<file path="src/rtl/umem_arb_pkg.sv">
// umem_arb_pkg: shared types for the unified-memory arbiter.
// FSM state enum, access-size mask codes and the alignment check.
package umem_arb_pkg;

    typedef enum logic [3:0] {
        S_IDLE,
        S_I_RD,
        S_I_RSP,
        S_D_RD,
        S_D_RSP,
        S_D_WR,
        S_RMW_RD,
        S_RMW_WR,
        S_D_ERR
    } state_e;

    localparam logic [1:0] MASK_B = 2'b00;
    localparam logic [1:0] MASK_H = 2'b01;
    localparam logic [1:0] MASK_W = 2'b10;

    // Illegal size code, odd halfword or non-word-aligned word.
    function automatic logic misaligned(
        input logic [1:0] mask,
        input logic [1:0] lo
    );
        logic bad;
        bad = 1'b0;
        if (mask == 2'b11) begin
            bad = 1'b1;
        end else if (mask == MASK_H) begin
            bad = lo[0];
        end else if (mask == MASK_W) begin
            bad = (lo != 2'b00);
        end
        return bad;
    endfunction

endpackage

</file>
<file path="src/rtl/umem_arbiter_if.sv">
// umem_arbiter_if: fetch port, data port and memory-macro signals.
// slave = arbiter side, master = requesters + memory (testbench).
interface umem_arbiter_if #(
    parameter int ADDR_W = 32
);

    logic              i_req;
    logic [ADDR_W-1:0] i_addr;
    logic [31:0]       i_rdata;
    logic              i_done;

    logic              d_req;
    logic              d_we;
    logic [ADDR_W-1:0] d_addr;
    logic [31:0]       d_wdata;
    logic [1:0]        d_mask;
    logic              d_sext;
    logic [31:0]       d_rdata;
    logic              d_done;
    logic              d_err;

    logic [ADDR_W-1:0] m_addr;
    logic [31:0]       m_wdata;
    logic              m_we;
    logic [31:0]       m_rdata;

    modport slave (
        input  i_req, i_addr,
        input  d_req, d_we, d_addr, d_wdata, d_mask, d_sext,
        input  m_rdata,
        output i_rdata, i_done,
        output d_rdata, d_done, d_err,
        output m_addr, m_wdata, m_we
    );

    modport master (
        output i_req, i_addr,
        output d_req, d_we, d_addr, d_wdata, d_mask, d_sext,
        output m_rdata,
        input  i_rdata, i_done,
        input  d_rdata, d_done, d_err,
        input  m_addr, m_wdata, m_we
    );

endinterface

</file>
<file path="src/rtl/umem_lane_fmt.sv">
// umem_lane_fmt: load lane extract/sign-extend and store lane merge.
// Ports: word_i (memory word), addr_lo_i, mask_i, sext_i, wdata_i -> load_o, store_o.
module umem_lane_fmt
    import umem_arb_pkg::*;
(
    input  logic [31:0] word_i,
    input  logic [1:0]  addr_lo_i,
    input  logic [1:0]  mask_i,
    input  logic        sext_i,
    input  logic [31:0] wdata_i,
    output logic [31:0] load_o,
    output logic [31:0] store_o
);

    logic [4:0]  b_off;
    logic [4:0]  h_off;
    logic [7:0]  b;
    logic [15:0] h;

    assign b_off = {addr_lo_i, 3'b000};
    assign h_off = {addr_lo_i[1], 4'b0000};

    always_comb begin
        b       = word_i[b_off +: 8];
        h       = word_i[h_off +: 16];
        load_o  = word_i;
        store_o = wdata_i;
        unique case (1'b1)
            (mask_i == MASK_B): begin
                load_o  = {{24{sext_i & b[7]}}, b};
                store_o = word_i;
                store_o[b_off +: 8] = wdata_i[7:0];
            end
            (mask_i == MASK_H): begin
                load_o  = {{16{sext_i & h[15]}}, h};
                store_o = word_i;
                store_o[h_off +: 16] = wdata_i[15:0];
            end
            default: begin
            end
        endcase
    end

endmodule

</file>
<file path="src/rtl/umem_arbiter.sv">
// umem_arbiter: shares one sync-read memory between fetch and data ports.
// Ports: clk, reset (async, active-low), bus (umem_arbiter_if.slave). Option: UMEM_ARB_RR_EN.
module umem_arbiter
    import umem_arb_pkg::*;
#(
    parameter int ADDR_W = 32
) (
    input  logic           clk,
    input  logic           reset,
    umem_arbiter_if.slave  bus
);

    state_e            state_q, state_d;
    logic [ADDR_W-1:0] addr_q, addr_d;
    logic [31:0]       wdata_q, wdata_d;
    logic [1:0]        mask_q, mask_d;
    logic              sext_q, sext_d;
    logic              we_q, we_d;
    logic              grant_d;
    logic              grant_i;
    logic [31:0]       load_w;
    logic [31:0]       store_w;

`ifdef UMEM_ARB_RR_EN
    // 1 = data port holds priority on the next contention.
    logic rr_q, rr_d;
`endif

    umem_lane_fmt u_fmt (
        .word_i    (bus.m_rdata),
        .addr_lo_i (addr_q[1:0]),
        .mask_i    (mask_q),
        .sext_i    (sext_q),
        .wdata_i   (wdata_q),
        .load_o    (load_w),
        .store_o   (store_w)
    );

    always_ff @(posedge clk or negedge reset) begin
        if (!reset) begin
            state_q <= S_IDLE;
            addr_q  <= '0;
            wdata_q <= '0;
            mask_q  <= '0;
            sext_q  <= 1'b0;
            we_q    <= 1'b0;
`ifdef UMEM_ARB_RR_EN
            rr_q    <= 1'b1;
`endif
        end else begin
            state_q <= state_d;
            addr_q  <= addr_d;
            wdata_q <= wdata_d;
            mask_q  <= mask_d;
            sext_q  <= sext_d;
            we_q    <= we_d;
`ifdef UMEM_ARB_RR_EN
            rr_q    <= rr_d;
`endif
        end
    end

    always_comb begin
        state_d = state_q;
        addr_d  = addr_q;
        wdata_d = wdata_q;
        mask_d  = mask_q;
        sext_d  = sext_q;
        we_d    = we_q;
`ifdef UMEM_ARB_RR_EN
        rr_d    = rr_q;
        grant_d = bus.d_req & (~bus.i_req | rr_q);
        grant_i = bus.i_req & ~grant_d;
`else
        grant_d = bus.d_req;
        grant_i = bus.i_req & ~bus.d_req;
`endif
        unique case (state_q)
            S_IDLE: begin
                if (grant_d) begin
                    addr_d  = bus.d_addr;
                    wdata_d = bus.d_wdata;
                    mask_d  = bus.d_mask;
                    sext_d  = bus.d_sext;
                    we_d    = bus.d_we;
`ifdef UMEM_ARB_RR_EN
                    rr_d    = 1'b0;
`endif
                    if (misaligned(bus.d_mask, bus.d_addr[1:0])) begin
                        state_d = S_D_ERR;
                    end else if (!bus.d_we) begin
                        state_d = S_D_RD;
                    end else if (bus.d_mask == MASK_W) begin
                        state_d = S_D_WR;
                    end else begin
                        state_d = S_RMW_RD;
                    end
                end else if (grant_i) begin
                    addr_d  = bus.i_addr;
                    wdata_d = '0;
                    mask_d  = MASK_W;
                    sext_d  = 1'b0;
                    we_d    = 1'b0;
`ifdef UMEM_ARB_RR_EN
                    rr_d    = 1'b1;
`endif
                    state_d = S_I_RD;
                end
            end
            S_I_RD:   state_d = S_I_RSP;
            S_I_RSP:  state_d = S_IDLE;
            S_D_RD:   state_d = S_D_RSP;
            S_D_RSP:  state_d = S_IDLE;
            S_D_WR:   state_d = S_IDLE;
            S_RMW_RD: state_d = S_RMW_WR;
            S_RMW_WR: state_d = S_IDLE;
            S_D_ERR:  state_d = S_IDLE;
            default:  state_d = S_IDLE;
        endcase
    end

    // All outputs decode from registered state only.
    always_comb begin
        bus.i_rdata = '0;
        bus.i_done  = 1'b0;
        bus.d_rdata = '0;
        bus.d_done  = 1'b0;
        bus.d_err   = 1'b0;
        bus.m_addr  = '0;
        bus.m_wdata = '0;
        bus.m_we    = 1'b0;
        unique case (state_q)
            S_I_RD, S_D_RD, S_RMW_RD: begin
                bus.m_addr = {addr_q[ADDR_W-1:2], 2'b00};
            end
            S_I_RSP: begin
                bus.i_done  = 1'b1;
                bus.i_rdata = bus.m_rdata;
            end
            S_D_RSP: begin
                bus.d_done  = 1'b1;
                bus.d_rdata = load_w;
            end
            S_D_WR, S_RMW_WR: begin
                // m_rdata still holds the word read in RMW_RD.
                bus.m_addr  = {addr_q[ADDR_W-1:2], 2'b00};
                bus.m_we    = we_q;
                bus.m_wdata = store_w;
                bus.d_done  = 1'b1;
            end
            S_D_ERR: begin
                bus.d_done = 1'b1;
                bus.d_err  = 1'b1;
            end
            default: begin
            end
        endcase
    end

endmodule

</file>
<file path="src/flat_wrapper.sv">
// flat-port wrapper written by rule: the top's interface ports become plain ports
module umem_arbiter_flat import umem_arb_pkg::*;
#(
    parameter int ADDR_W = 32
)
  (clk, reset, bus_i_req, bus_i_addr, bus_d_req, bus_d_we, bus_d_addr, bus_d_wdata, bus_d_mask, bus_d_sext, bus_m_rdata, bus_i_rdata, bus_i_done, bus_d_rdata, bus_d_done, bus_d_err, bus_m_addr, bus_m_wdata, bus_m_we);
  umem_arbiter_if #(.ADDR_W(ADDR_W)) bus_i ();
  input  logic clk;
  input  logic reset;
  input wire logic [$bits(bus_i.i_req)-1:0] bus_i_req;
  input wire logic [$bits(bus_i.i_addr)-1:0] bus_i_addr;
  input wire logic [$bits(bus_i.d_req)-1:0] bus_d_req;
  input wire logic [$bits(bus_i.d_we)-1:0] bus_d_we;
  input wire logic [$bits(bus_i.d_addr)-1:0] bus_d_addr;
  input wire logic [$bits(bus_i.d_wdata)-1:0] bus_d_wdata;
  input wire logic [$bits(bus_i.d_mask)-1:0] bus_d_mask;
  input wire logic [$bits(bus_i.d_sext)-1:0] bus_d_sext;
  input wire logic [$bits(bus_i.m_rdata)-1:0] bus_m_rdata;
  output wire logic [$bits(bus_i.i_rdata)-1:0] bus_i_rdata;
  output wire logic [$bits(bus_i.i_done)-1:0] bus_i_done;
  output wire logic [$bits(bus_i.d_rdata)-1:0] bus_d_rdata;
  output wire logic [$bits(bus_i.d_done)-1:0] bus_d_done;
  output wire logic [$bits(bus_i.d_err)-1:0] bus_d_err;
  output wire logic [$bits(bus_i.m_addr)-1:0] bus_m_addr;
  output wire logic [$bits(bus_i.m_wdata)-1:0] bus_m_wdata;
  output wire logic [$bits(bus_i.m_we)-1:0] bus_m_we;
  assign bus_i.i_req = bus_i_req;
  assign bus_i.i_addr = bus_i_addr;
  assign bus_i.d_req = bus_d_req;
  assign bus_i.d_we = bus_d_we;
  assign bus_i.d_addr = bus_d_addr;
  assign bus_i.d_wdata = bus_d_wdata;
  assign bus_i.d_mask = bus_d_mask;
  assign bus_i.d_sext = bus_d_sext;
  assign bus_i.m_rdata = bus_m_rdata;
  assign bus_i_rdata = bus_i.i_rdata;
  assign bus_i_done = bus_i.i_done;
  assign bus_d_rdata = bus_i.d_rdata;
  assign bus_d_done = bus_i.d_done;
  assign bus_d_err = bus_i.d_err;
  assign bus_m_addr = bus_i.m_addr;
  assign bus_m_wdata = bus_i.m_wdata;
  assign bus_m_we = bus_i.m_we;
  umem_arbiter #(.ADDR_W(ADDR_W)) u_core (.clk(clk), .reset(reset), .bus(bus_i));
endmodule
</file>
<file path="config.mk">
export PLATFORM = sky130hd
export DESIGN_NAME = umem_arbiter_flat
export DESIGN_NICKNAME = d
export VERILOG_FILES = /design/src/rtl/umem_arb_pkg.sv /design/src/rtl/umem_arbiter_if.sv /design/src/rtl/umem_lane_fmt.sv /design/src/rtl/umem_arbiter.sv /design/src/flat_wrapper.sv
export SDC_FILE = /design/constraint.sdc
export NUM_CORES = 1
export LEC_CHECK = 0
export ABC_AREA = 1
export CORE_MARGIN = 2
export CORE_UTILIZATION = 42
export CTS_CLUSTER_DIAMETER = 100
export CTS_CLUSTER_SIZE = 12
export DETAILED_ROUTE_END_ITERATION = 12
export HOLD_SLACK_MARGIN = 0.05
export PLACE_DENSITY_LB_ADDON = 0.15
export SLEW_MARGIN = 25
export SYNTH_ARGS = -nofsm -noshare
export SYNTH_HDL_FRONTEND = slang
export SYNTH_SLANG_ARGS = --single-unit
</file>
<file path="constraint.sdc">
create_clock -name clk -period 2.75 [get_ports clk]
set_clock_uncertainty 0.2 [all_clocks]
set_input_delay 0.6875 -clock clk [delete_from_list [all_inputs] [get_ports clk]]
set_output_delay 0.6875 -clock clk [all_outputs]
set_load 0.01 [all_outputs]
</file>
==> results.toml, run 1 <==
[drt]
wire_per_inst_um = 19.0
via_count = 8023
remaining_drc_errors = 0
wl_met2_mm = 12.9
drtIter0Drc = 997
antenna_left = 0
viasPerCell = 5.65
first_pass_iters = 5
route.met3.wl_mm = 2.91
totalWireLength_mm = 27.0
wl_met1_mm = 9.66
top_layer_used = "met4"

[critical_path]
critical_path_required_ns = 1.86
crit_type = "reg2out"
cp.arrival_ns = 2.00
cp-end-kind = "output port"
reg2reg_slack_ns = 0.86
worstPathMaxFanout = 5
start_kind = "flip-flop"

[min_path]
min_path_type = "in2async"

[yosys]
synth_area_leaders = "dfrtp_1 (32%), nor2_1 (13%), nand2_1 (11%)"
synthFlopType = "dfrtp_1"
synth_edf_count = 0
yosysWarnings = 0
syn_area_um2 = 5550
ys_seq_area_share_pct = 32.4
synth_common_cells = "nor2_1 (185), nand2_1 (169), inv_1 (92), o21ai_0 (81), dfrtp_1 (72)"
synth_top_cell_by_area = "dfrtp_1"
ys_ff_latch = 72
syn_area_per_cell_um2 = 6.40
synth.most_common_cell = "nor2_1"
async_reset_ff_share_pct = 100
syn_inst = 868
yosysUniqueCellTypes = 34
synth_top_area_share_pct = 32.4

[final_layout]
nFillCells = 987
nets = 1381
seq_area_um2 = 1810
area_growth_pct = 80.9
fin_util_pct = 76.8
final_cells = 1421
drive_above_1_share_pct = 31.3
multi_input_area_um2 = 3640
fin_area_um2 = 10000
antenna_cells = 0

[cts]
cts_buffer_depth = 2
hold_buffers = 0
clkLatencyLatePin_ns = 0.33
cts-root-buf = "clkbuf_16"
htreeDepth = 3
cts_made_buffers = 9
cts.clk_slew.worst_paths_ns = 0.06
cts_num_sinks = 72
cts_tree = "built"

[placement]
dp_cells = 1370
place_ws_ns = -0.609
gp_congestion = 0.924
post-dp-hpwl_mm = 18.1
place_area_um2 = 9140
portBuffers = 265

[timing]
tns_ns = -2.64
fin_crit_ns = 2.89
period_share_pct = 105
fmax_ghz = 0.346
holdWs_ns = 0.183
hold_viol_final = 0
layout_setup_ws_ns = -0.138
tightest_slew_ns = 0.665
slew_violations = 0
setup_viol_count_final = 40
rsz0062_at_grt = "true"
max_slew_margin_pct = 55.7

[pwr]
power.density_nw_per_um2 = 973
switchingPower_mw = 4.61
swShare_pct = 47.1
p_int_mw = 5.17
power_mw = 9.78
pwr-share-comb_pct = 67.2
peakVddDrop_uv = 733
seqPwrFrac_pct = 19.9
leakage_nw = 4.90
p_clk_share_pct = 12.9

[global_routing]
grt_max_degree = 52
first_global_vias = 7400
grt_overflow = 0
antenna_found_initial = 0
grt_util_all_layers_pct = 35.3
grt_pass1_wl_mm = 39.5

[outcome]
status = "finished with violations"
violations = "negative setup slack"

[floorplanning]
start_util_pct = 42.4
die_area_um2 = 14200
die_y_um = 119
chipWidth_um = 119
core_area_um2 = 13100
fp-row-count = 42
ios = 268

[run]
maxCapViolations = 0
per-layer routing:
metal / GRT usage [%] / up-vias
li1: - / 3612
met1: 42.4 / 3690
met2: 59.0 / 587
met3: 7.61 / 134
met4: 18.8 / 0
met5: 0 / -
power groups by stage:
stage / clock network (mW) / registers, mW / logic (mW)
detailed placement: 0 / 1.89 / 5.20
global route: 1.30 / 1.99 / 7.00
CTS: 1.25 / 1.90 / 5.69
finish: 1.26 / 1.95 / 6.57
floorplan: 0 / 1.82 / 2.81
global placement: 0 / 1.88 / 5.15
worst max-delay path, stage by stage, from the launching register on:
cell and delay, ns:
dfrtp_1 0.39, inv_2 0.09, ha_4 0.31, inv_4 0.05
nor2_4 0.08, buf_6 0.13, buf_4 0.11, nand3_2 0.05
a21oi_2 0.13, nor2_1 0.06, nor2_1 0.10, buf_2 0.16
repair_timing:
item,in CTS,in global routing
pin swaps,39,52
cloned,5,1
setup buffers,15,17
endpoints found under the setup margin,129,121
gates resized for setup,450,183
logic make-up (layout without fill, tap and decap cells):
family / Yosys count / count (layout) / share of synthesized area (%)
adders and majority gates: 5 / 5 / 1.13
DFF: 72 / 72 / 32.4
other: 1 / 2 / 0.0675
buffers and inverters: 154 / 528 / 11.8
and+or+nand+nor: 400 / 402 / 29.1
AOI/OAI and AO/OA: 236 / 236 / 25.5
flip-flops by register name, indices dropped and copies added (netlist names):
signal,flops
u_core.we_q,1
u_core.sext_q,1
u_core.wdata_q,32
u_core.addr_q,32
u_core.mask_q,2
u_core.state_q,4
worst paths after layout:
kind | end | depth (start not counted) | start
worst max-delay path | bus_m_wdata[16] | 11 | u_core.addr_q[1]
worst min-delay path | u_core.addr_q[13] | 1 | reset
worst max register to register | u_core.wdata_q[5] | 7 | u_core.state_q[1]
worst min register to register | u_core.wdata_q[19] | 2 | u_core.wdata_q[19]
max in group asynchronous | u_core.wdata_q[16] | 2 | reset
min in group clk | u_core.wdata_q[19] | 2 | u_core.wdata_q[19]
cell usage in the layout (no fill, tap or decap), drive strengths merged, types with 9 or more instances in the layout:
| cell type | count |
|---|---|
| clkbuf | 39 |
| o31ai | 30 |
| nand3 | 33 |
| o21ai | 81 |
| a22o | 17 |
| nand2 | 174 |
| nor2 | 190 |
| inv | 95 |
| clkdlybuf4s15 | 14 |
| o211ai | 17 |
| a21oi | 69 |
| clkdlybuf4s50 | 110 |
| a31oi | 9 |
| dfrtp | 72 |
| dlygate4sd2 | 42 |
| buf | 214 |
cell type report:
type	instances	area share (%)
timing repair buffer	416	36.7
inverter	96	3.76
sequential	72	18.0
multi-input combinational	645	36.3
tap	176	2.19
clock inverter	5	0.809
clock buffer	11	2.32
Note: power is estimated with default switching activity, not from simulation.
==> run 2, diff against run 1 <==
Settings changed: PLACE_DENSITY from default to 0.82, PLACE_DENSITY_LB_ADDON 0.15 to default.
==> run 2 against run 1 <==
Utilization is 1.3 points higher. Largest cell class is now multi-input combinational cells. First-iteration DRC count shrank 1.3%. Wire length grew 6.4%. Highest routed layer unchanged. Via count is 4.2% higher. Clock-buffer cell count grew 1. The run still ends with negative setup slack left.
==> results.toml, run 2 (synthesis gave the netlist of run 1 again) <==
[timing]
tns_ns = -5.24
holdWs_ns = 0.0906
hold_viol_final = 0
rsz0062_at_grt = "true"
setup_viol_count_final = 86
layout_setup_ws_ns = -0.417
fmax_ghz = 0.316
slew_violations = 0
fin_crit_ns = 3.17
period_share_pct = 115

[drt]
remaining_drc_errors = 0
antenna_left = 0
via_count = 8356
wire_per_inst_um = 20.1
totalWireLength_mm = 28.8
viasPerCell = 5.84
first_pass_iters = 8
drtIter0Drc = 984

[min_path]
min_path_type = "in2async"

[cts]
clkLatencyLatePin_ns = 0.33
cts_num_sinks = 72
cts_buffer_depth = 2
hold_buffers = 0
htreeDepth = 3
cts.clk_slew.worst_paths_ns = 0.06
cts_tree = "built"
cts_made_buffers = 9
cts-root-buf = "clkbuf_16"

[placement]
portBuffers = 265
place_ws_ns = -0.647
dp_cells = 1373
post-dp-hpwl_mm = 18.3
gp_congestion = 0.985

[floorplanning]
core_area_um2 = 13100
die_area_um2 = 14200
chipWidth_um = 119
fp-row-count = 42
ios = 268
start_util_pct = 42.4
die_y_um = 119

[critical_path]
critical_path_required_ns = 1.86
worstPathMaxFanout = 8
crit_type = "reg2out"
crit_top_cell = "nor2_1"
start_kind = "flip-flop"
worst_path_max_delay_cell = "dfrtp_1"
cp-end-kind = "output port"
critical_path.max_stage_delay_ns = 0.40
cp.arrival_ns = 2.28
crit_chain = "inv_2, ha_4, inv_4, nor2_4, buf_6, nand3_1, a21oi_1, nor2_1, nor2_1, buf_2"

[pwr]
leakage_nw = 4.87
power.density_nw_per_um2 = 977
swShare_pct = 48.4
pwr-share-comb_pct = 68.6
p_int_mw = 5.16
seqPwrFrac_pct = 19.4
peakVddDrop_uv = 504
switchingPower_mw = 4.83
p_clk_share_pct = 12.0

[global_routing]
grt_util_all_layers_pct = 35.7
grt_overflow = 0
antenna_found_initial = 0
grt_max_degree = 43
first_global_vias = 7610
grt_pass1_wl_mm = 40.1

[final_layout]
layout_common_cells = "nand2_1 (162), nor2_1 (139), buf_4 (123)"
area_growth_pct = 84.1
drive_above_1_share_pct = 35.4
nets = 1390
fin_util_pct = 78.1
final_cells = 1430
antenna_cells = 0
nFillCells = 941
largestRegisters = "u_core.addr_q: 32 flops, u_core.wdata_q: 32 flops, u_core.state_q: 4 flops"
final_common_cell = "nand2_1"

[outcome]
violations = "negative setup slack"
status = "finished with violations"

[run]
maxCapViolations = 0
## run 2: final timing paths
check                                        start                 end  slack, ns  cells past startpoint
worst min register to register  u_core.wdata_q[19]  u_core.wdata_q[19]       0.28                      2
worst max-delay path              u_core.addr_q[1]     bus_m_wdata[17]      -0.42                     10
min in group clk                u_core.wdata_q[19]  u_core.wdata_q[19]       0.28                      2
worst min-delay path                         reset   u_core.addr_q[27]       0.09                      1
worst max register to register   u_core.state_q[2]    u_core.addr_q[7]       0.76                      7
max in group asynchronous                    reset    u_core.mask_q[0]       1.66                      2
## run 2: worst max-delay path: cells and delay by family (launching register included)
family                     cells  cell delay [ns]
buffers and inverters          4             0.47
and+or+nand+nor                4             0.46
DFF                            1             0.40
AOI/OAI and AO/OA              1             0.27
adders and majority gates      1             0.34
## run 2: layout make-up
cell class / count / area [um^2] / area share [%]
tap: 176 / 220 / 2.15
timing repair inverter: 1 / 7.51 / 0.0734
timing repair buffer: 424 / 3710 / 36.3
sequential: 72 / 1800 / 17.6
inverter: 96 / 377 / 3.68
multi-input combinational: 645 / 3800 / 37.2
clock inverter: 4 / 53.8 / 0.526
clock buffer: 12 / 246 / 2.41
## run 2: power groups by stage
stage | Sequential [mW] | Clock (mW) | Combinational [mW]
after global placement | 1.88 | 0 | 5.11
after detailed placement | 1.90 | 0 | 5.19
after floorplan | 1.82 | 0 | 2.81
after global routing | 1.98 | 1.24 | 7.24
after CTS | 1.90 | 1.19 | 5.65
final | 1.93 | 1.20 | 6.85
## run 2: metrics by stage
step | total power, mW | instance area, um^2
2_1_floorplan | 4.63 | 5560
5_1_grt | 10.5 | 10200
3_3_place_gp | 6.99 | 9150
3_5_place_dp | 7.09 | 9150
6_report | 9.99 | 10200
4_1_cts | 8.74 | 9560
## run 2: layer usage
metal | track usage, % | part of all wire, %
met4 | 18.8 | 7.6
met5 | 0 | 0
met2 | 59.4 | 46
met1 | 42.0 | 34
met3 | 9.72 | 13
## run 2: repair_timing
item,4_1_cts,5_1_grt
buffers inserted,22,13
gates cloned,4,6
pin swaps,28,36
gates resized for setup,529,251
endpoints found under the setup margin,129,128
